$ cat config.mk
export PLATFORM = sky130hd
export DESIGN_NAME = image_sensor_emulator
export DESIGN_NICKNAME = d
export VERILOG_FILES = /design/src/rtl/image_sensor_emulator.sv
export SDC_FILE = /design/constraint.sdc
export NUM_CORES = 1
export LEC_CHECK = 0
export BUFFER_PORTS_ARGS = -buffer_cell sky130_fd_sc_hd__buf_2
export CAP_MARGIN = 10
export CORE_ASPECT_RATIO = 1.5
export CORE_MARGIN = 1.5
export CORE_UTILIZATION = 53
export DETAILED_ROUTE_END_ITERATION = 8
export GPL_TIMING_DRIVEN = 0
export PLACE_DENSITY = 0.76
export SLEW_MARGIN = 30
export SYNTH_ARGS = -nofsm -noshare
export SYNTH_HDL_FRONTEND = slang
export SYNTH_SLANG_ARGS = --single-unit
$ cat constraint.sdc
create_clock -name in_clk -period 3.1 [get_ports in_clk]
set_clock_uncertainty 0.2 [all_clocks]
set_input_delay 0.465 -clock in_clk [delete_from_list [all_inputs] [get_ports in_clk]]
set_output_delay 0.465 -clock in_clk [all_outputs]
set_load 0.05 [all_outputs]
$ cat src/rtl/image_sensor_emulator.sv
// On-chip pixel source: on an accepted capture, streams one NUM_PIXELS frame from a selectable pattern, then pulses done.
// First pixel START_DELAY edges after acceptance, one pixel per clock; no backpressure, and captures while busy are dropped.
module image_sensor_emulator #(
    parameter int NUM_PIXELS  = 64,
    parameter int DATA_WIDTH  = 9,
    parameter int START_DELAY = 2
) (
    input  logic                  in_clk,
    input  logic                  in_rst,
    input  logic                  in_enable,
    input  logic                  in_frame_capture,
    input  logic [1:0]            in_mode,
    input  logic [DATA_WIDTH-1:0] in_seed,
    output logic [DATA_WIDTH-1:0] out_data,
    output logic                  out_valid,
    output logic                  out_done,
    output logic                  out_busy,
    output logic [7:0]            out_frame_count
);

    localparam int CW = $clog2(NUM_PIXELS);
    localparam logic [CW-1:0] LAST_PIX = CW'(NUM_PIXELS - 1);
    localparam logic [3:0]    DLY_LAST = 4'(START_DELAY - 1);

    typedef enum logic [1:0] {IDLE, WAIT, STREAM, DONE} state_t;

    state_t                  state;
    logic [3:0]              dly_cnt;
    logic [CW-1:0]           pix_idx;
    logic [1:0]              mode_q;
    logic [DATA_WIDTH-1:0]   seed_q;
    logic [DATA_WIDTH-1:0]   lfsr;

    logic [CW-1:0]           nxt_idx;
    logic [DATA_WIDTH-1:0]   nxt_pix;
    logic [DATA_WIDTH-1:0]   lfsr_adv;

    // nxt_pix is the pixel to be registered at the coming edge; index 0 while leaving WAIT.
    always_comb begin
        nxt_idx  = (state == STREAM) ? pix_idx + 1'b1 : '0;
        lfsr_adv = {lfsr[DATA_WIDTH-2:0], lfsr[8] ^ lfsr[4]};
        nxt_pix  = seed_q;
        case (mode_q)
            2'b00:   nxt_pix = seed_q + DATA_WIDTH'(nxt_idx);
            2'b01:   nxt_pix = (nxt_idx[3] ^ nxt_idx[0]) ? seed_q : ~seed_q;
            2'b10:   nxt_pix = lfsr;
            default: nxt_pix = seed_q;
        endcase
    end

    always_ff @(posedge in_clk) begin
        if (!in_rst) begin
            state           <= IDLE;
            dly_cnt         <= '0;
            pix_idx         <= '0;
            mode_q          <= '0;
            seed_q          <= '0;
            lfsr            <= '0;
            out_data        <= '0;
            out_valid       <= 1'b0;
            out_done        <= 1'b0;
            out_busy        <= 1'b0;
            out_frame_count <= '0;
        end else begin
            case (state)
                IDLE: begin
                    if (in_frame_capture && in_enable) begin
                        state    <= WAIT;
                        out_busy <= 1'b1;
                        mode_q   <= in_mode;
                        seed_q   <= in_seed;
                        lfsr     <= (in_seed == '0) ? '1 : in_seed;
                        dly_cnt  <= '0;
                    end
                end
                WAIT: begin
                    if (dly_cnt == DLY_LAST) begin
                        state     <= STREAM;
                        out_data  <= nxt_pix;
                        out_valid <= 1'b1;
                        pix_idx   <= '0;
                        lfsr      <= lfsr_adv;
                    end else begin
                        dly_cnt <= dly_cnt + 1'b1;
                    end
                end
                STREAM: begin
                    if (pix_idx == LAST_PIX) begin
                        state           <= DONE;
                        out_data        <= '0;
                        out_valid       <= 1'b0;
                        out_done        <= 1'b1;
                        out_frame_count <= out_frame_count + 1'b1;
                    end else begin
                        out_data <= nxt_pix;
                        pix_idx  <= nxt_idx;
                        lfsr     <= lfsr_adv;
                    end
                end
                DONE: begin
                    // Capture is only sampled in IDLE, so a held request restarts one edge later.
                    state    <= IDLE;
                    out_done <= 1'b0;
                    out_busy <= 1'b0;
                end
                default: state <= IDLE;
            endcase
        end
    end

endmodule

==> flow_metrics.env <==
export IMPL_fmax_ghz=0.334
export IMPL_drt_initial_drc_count=102
export IMPL_cts_buffer_depth=2
export IMPL_hold_class="primary input to flop"
export IMPL_synth_area_per_cell_um2=8.21
export IMPL_grt_pass1_wl_mm=12.0
export IMPL_port_buffers=33
export IMPL_synth_edf_count=0
export IMPL_slew_violations=0
export IMPL_htree_levels=2
export IMPL_antenna_cells=0
export IMPL_placed_cell_area_um2=3270
export IMPL_final_core_util_pct=62.3
export IMPL_dp_hpwl_mm=5.66
export IMPL_layout_commonest_cell="nand2_1"
export IMPL_yosysTopAreaCell="dfxtp_1"
export IMPL_critPathSlowestCell="a2111oi_2"
export IMPL_drt_total_wl_mm=7.46
export IMPL_syn_to_final_growth_pct=13.2
export IMPL_vias=2776
export IMPL_ios=35
export IMPL_antenna_found_initial=0
export IMPL_max_slew_margin_pct=53.0
export IMPL_die_area_um2=6170
export IMPL_period_minus_slack_ns=2.99
export IMPL_cts_buffers=5
export IMPL_grt_max_degree=15
export IMPL_yosysUniqueCellTypes=56
export IMPL_critPathTopFamily="compound AO/OA/AOI/OAI gates"
export IMPL_design_area_um2=3420
export IMPL_routed_via_density=5.82
export IMPL_crit_type="flop to flop"
export IMPL_chipWidth_um=64.6
export IMPL_power_density_nw_per_um2=743
export IMPL_setup_viol=0
export IMPL_clock_sinks=52
export IMPL_rsz0062_at_grt="false"
export IMPL_cp_max_fo=10
export IMPL_irDropWorstVdd_mv=0.455
export IMPL_syn_nets=398
export IMPL_required_ns=3.13
export IMPL_die_h_um=95.5
export IMPL_yosysSeqAreaShare_pct=34.5
export IMPL_max_stage_delay_ns=0.41
export IMPL_yosys_register_bits=52
export IMPL_place_gp_congestion=0.900
export IMPL_grt_overflow=0
export IMPL_start_util_pct=55.0
export IMPL_mostFrequentLayoutCells="nand2_1, dfxtp_1, buf_2"
export IMPL_cp_arrival_ns=3.02
export IMPL_start_kind="flop"
export IMPL_num_rows=33
export IMPL_clkTransAtPathRegs_ns=0.09
export IMPL_wire_per_inst_um=15.6
export IMPL_hold_violations=0
export IMPL_grt_pass1_vias=2590
export IMPL_ant_nets=0
export IMPL_syn_area_um2=3020
export IMPL_path_cells="inv_2 -> ha_4 -> clkbuf_8 -> and2b_1 -> ha_2 -> inv_1 -> fa_2 -> nor2b_2 -> o31ai_2 -> a2111oi_2 -> a21oi_1 -> xor2_1 -> a211oi_2"
export IMPL_clkLatencyLatePin_ns=0.30
export IMPL_nets=438
export IMPL_cts_tree="yes"
export IMPL_cellLeakagePower_nw=1.36
export IMPL_fin_crit_sh_pct=96.6
export IMPL_drive_above_1_share_pct=16.2
export IMPL_status="finished clean"
export IMPL_dr_pass1_iters=4
export IMPL_max_slew_worst_pin_slew_ns=0.700
export IMPL_cts_root_buf="clkbuf_8"
export IMPL_drc=0
export IMPL_grt_util_all_layers_pct=24.7
export IMPL_syn_inst=368
export IMPL_ys_flop_type="dfxtp_1"
export IMPL_synthTopCellsByArea="dfxtp_1, nand2_1, ha_1"
export IMPL_ys_warn_count=0
export IMPL_end_kind="flop"
export IMPL_drv_cap=0
export IMPL_synth_top_cell_area_share_pct=34.5
export IMPL_path_buf_inv=3
export IMPL_core_um2=5490
export IMPL_ys_async_sr_fraction_pct=0
worst register-to-register path, delay by kind of cell (launching register included):
kind / cells / cell delay [ns]
fa+ha+maj: 3 / 0.74
xor+xnor: 1 / 0.17
compound gates: 4 / 0.81
simple gates: 2 / 0.33
flops: 1 / 0.35
buf+inv: 3 / 0.32
final timing paths:
path | from | end | slack, ns | depth (start not counted)
worst max-delay path | state[0]$_SDFFE_PN0P_ | out_data[8]$_SDFFE_PN0P_ | 0.11 | 13
worst min-delay path | in_mode[0] | mode_q[0]$_SDFFE_PN0P_ | 0.19 | 3
worst max register to register | state[0]$_SDFFE_PN0P_ | out_data[8]$_SDFFE_PN0P_ | 0.11 | 13
worst min register to register | out_data[7]$_SDFFE_PN0P_ | out_data[7]$_SDFFE_PN0P_ | 0.28 | 2
sequential cells by signal, summed over array words and instances, names as in the netlist:
signal,count
lfsr,9
seed_q,9
out_busy,1
out_data,9
pix_idx,6
out_done,1
dly_cnt,4
state,2
mode_q,2
out_frame_count,8
out_valid,1
metrics by stage:
step / cells / hold slack (ns) / power, W / TNS [ns] / setup slack [ns]
floorplan: 368 / 0.247 / 0.00178 / 0 / 0.196
global placement: 471 / 0.264 / 0.00204 / -0.495 / -0.382
detailed placement: 471 / 0.267 / 0.00207 / -0.781 / -0.529
CTS: 477 / 0.198 / 0.00253 / 0 / 0.0591
global route: 477 / 0.206 / 0.00269 / 0 / 0.0181
finish: 477 / 0.192 / 0.00254 / 0 / 0.106
power by group:
part | switching, W | internal [W]
Sequential | 0.000114 | 0.000795
Clock | 0.000222 | 0.000232
Combinational | 0.000761 | 0.000416
logic make-up after synthesis:
group,count (synthesis),synth area share [%]
and+or+nand+nor,128,20.0
AOI/OAI and AO/OA,101,22.3
DFF,52,34.5
buffers and inverters,37,5.47
xor gates and xnor gates,19,5.51
muxes,16,5.80
adders and majority gates,15,6.46
cells in the mapped netlist (2+ instances only):
cell	n
a2111oi_0	2
nor4_1	2
ha_1	14
buf_1	2
a21oi_1	33
and2_1	5
a31oi_1	2
nor3_1	8
clkbuf_1	10
a21o_1	3
nand2_1	52
o22ai_1	17
nor2b_1	2
or3_1	2
inv_1	18
o21ai_1	4
mux2_2	2
buf_2	3
o31ai_1	5
nand4_1	3
a211oi_1	8
nand2b_1	4
nand3_1	9
mux2i_1	13
xor2_1	14
a32oi_1	2
xnor2_1	5
nor2_1	29
o21a_1	3
o21ai_0	10
and3_1	3
dfxtp_1	52
a221o_1	2
buf_6	3
layer usage:
layer	wire, um	vias to the layer above	GRT usage (%)
met5	0	-	0
li1	-	1386	-
met3	285	16	3.19
met4	164	0	9.93
met1	3260	1310	30.2
met2	3750	64	43.8
final cells by class:
class / count / area [um2]
fillers: 505 / 2070
multi-input cells: 279 / 1850
flip-flops and latches: 52 / 1040
repair buffers: 33 / 165
plain buffers: 18 / 104
well taps: 70 / 87.6
inverters: 19 / 71.3
clock buffers: 5 / 68.8
clock inverters: 1 / 30.0
what timing repair did:
| action | in CTS | in global routing |
|---|---|---|
| hold buffers | 0 | 0 |
| endpoints found under the setup margin | 3 | 1 |
| resized for setup | 13 | 1 |
| pin swaps | 1 | 1 |
| setup buffers | 0 | 0 |
(Power assumes the default switching activity.)
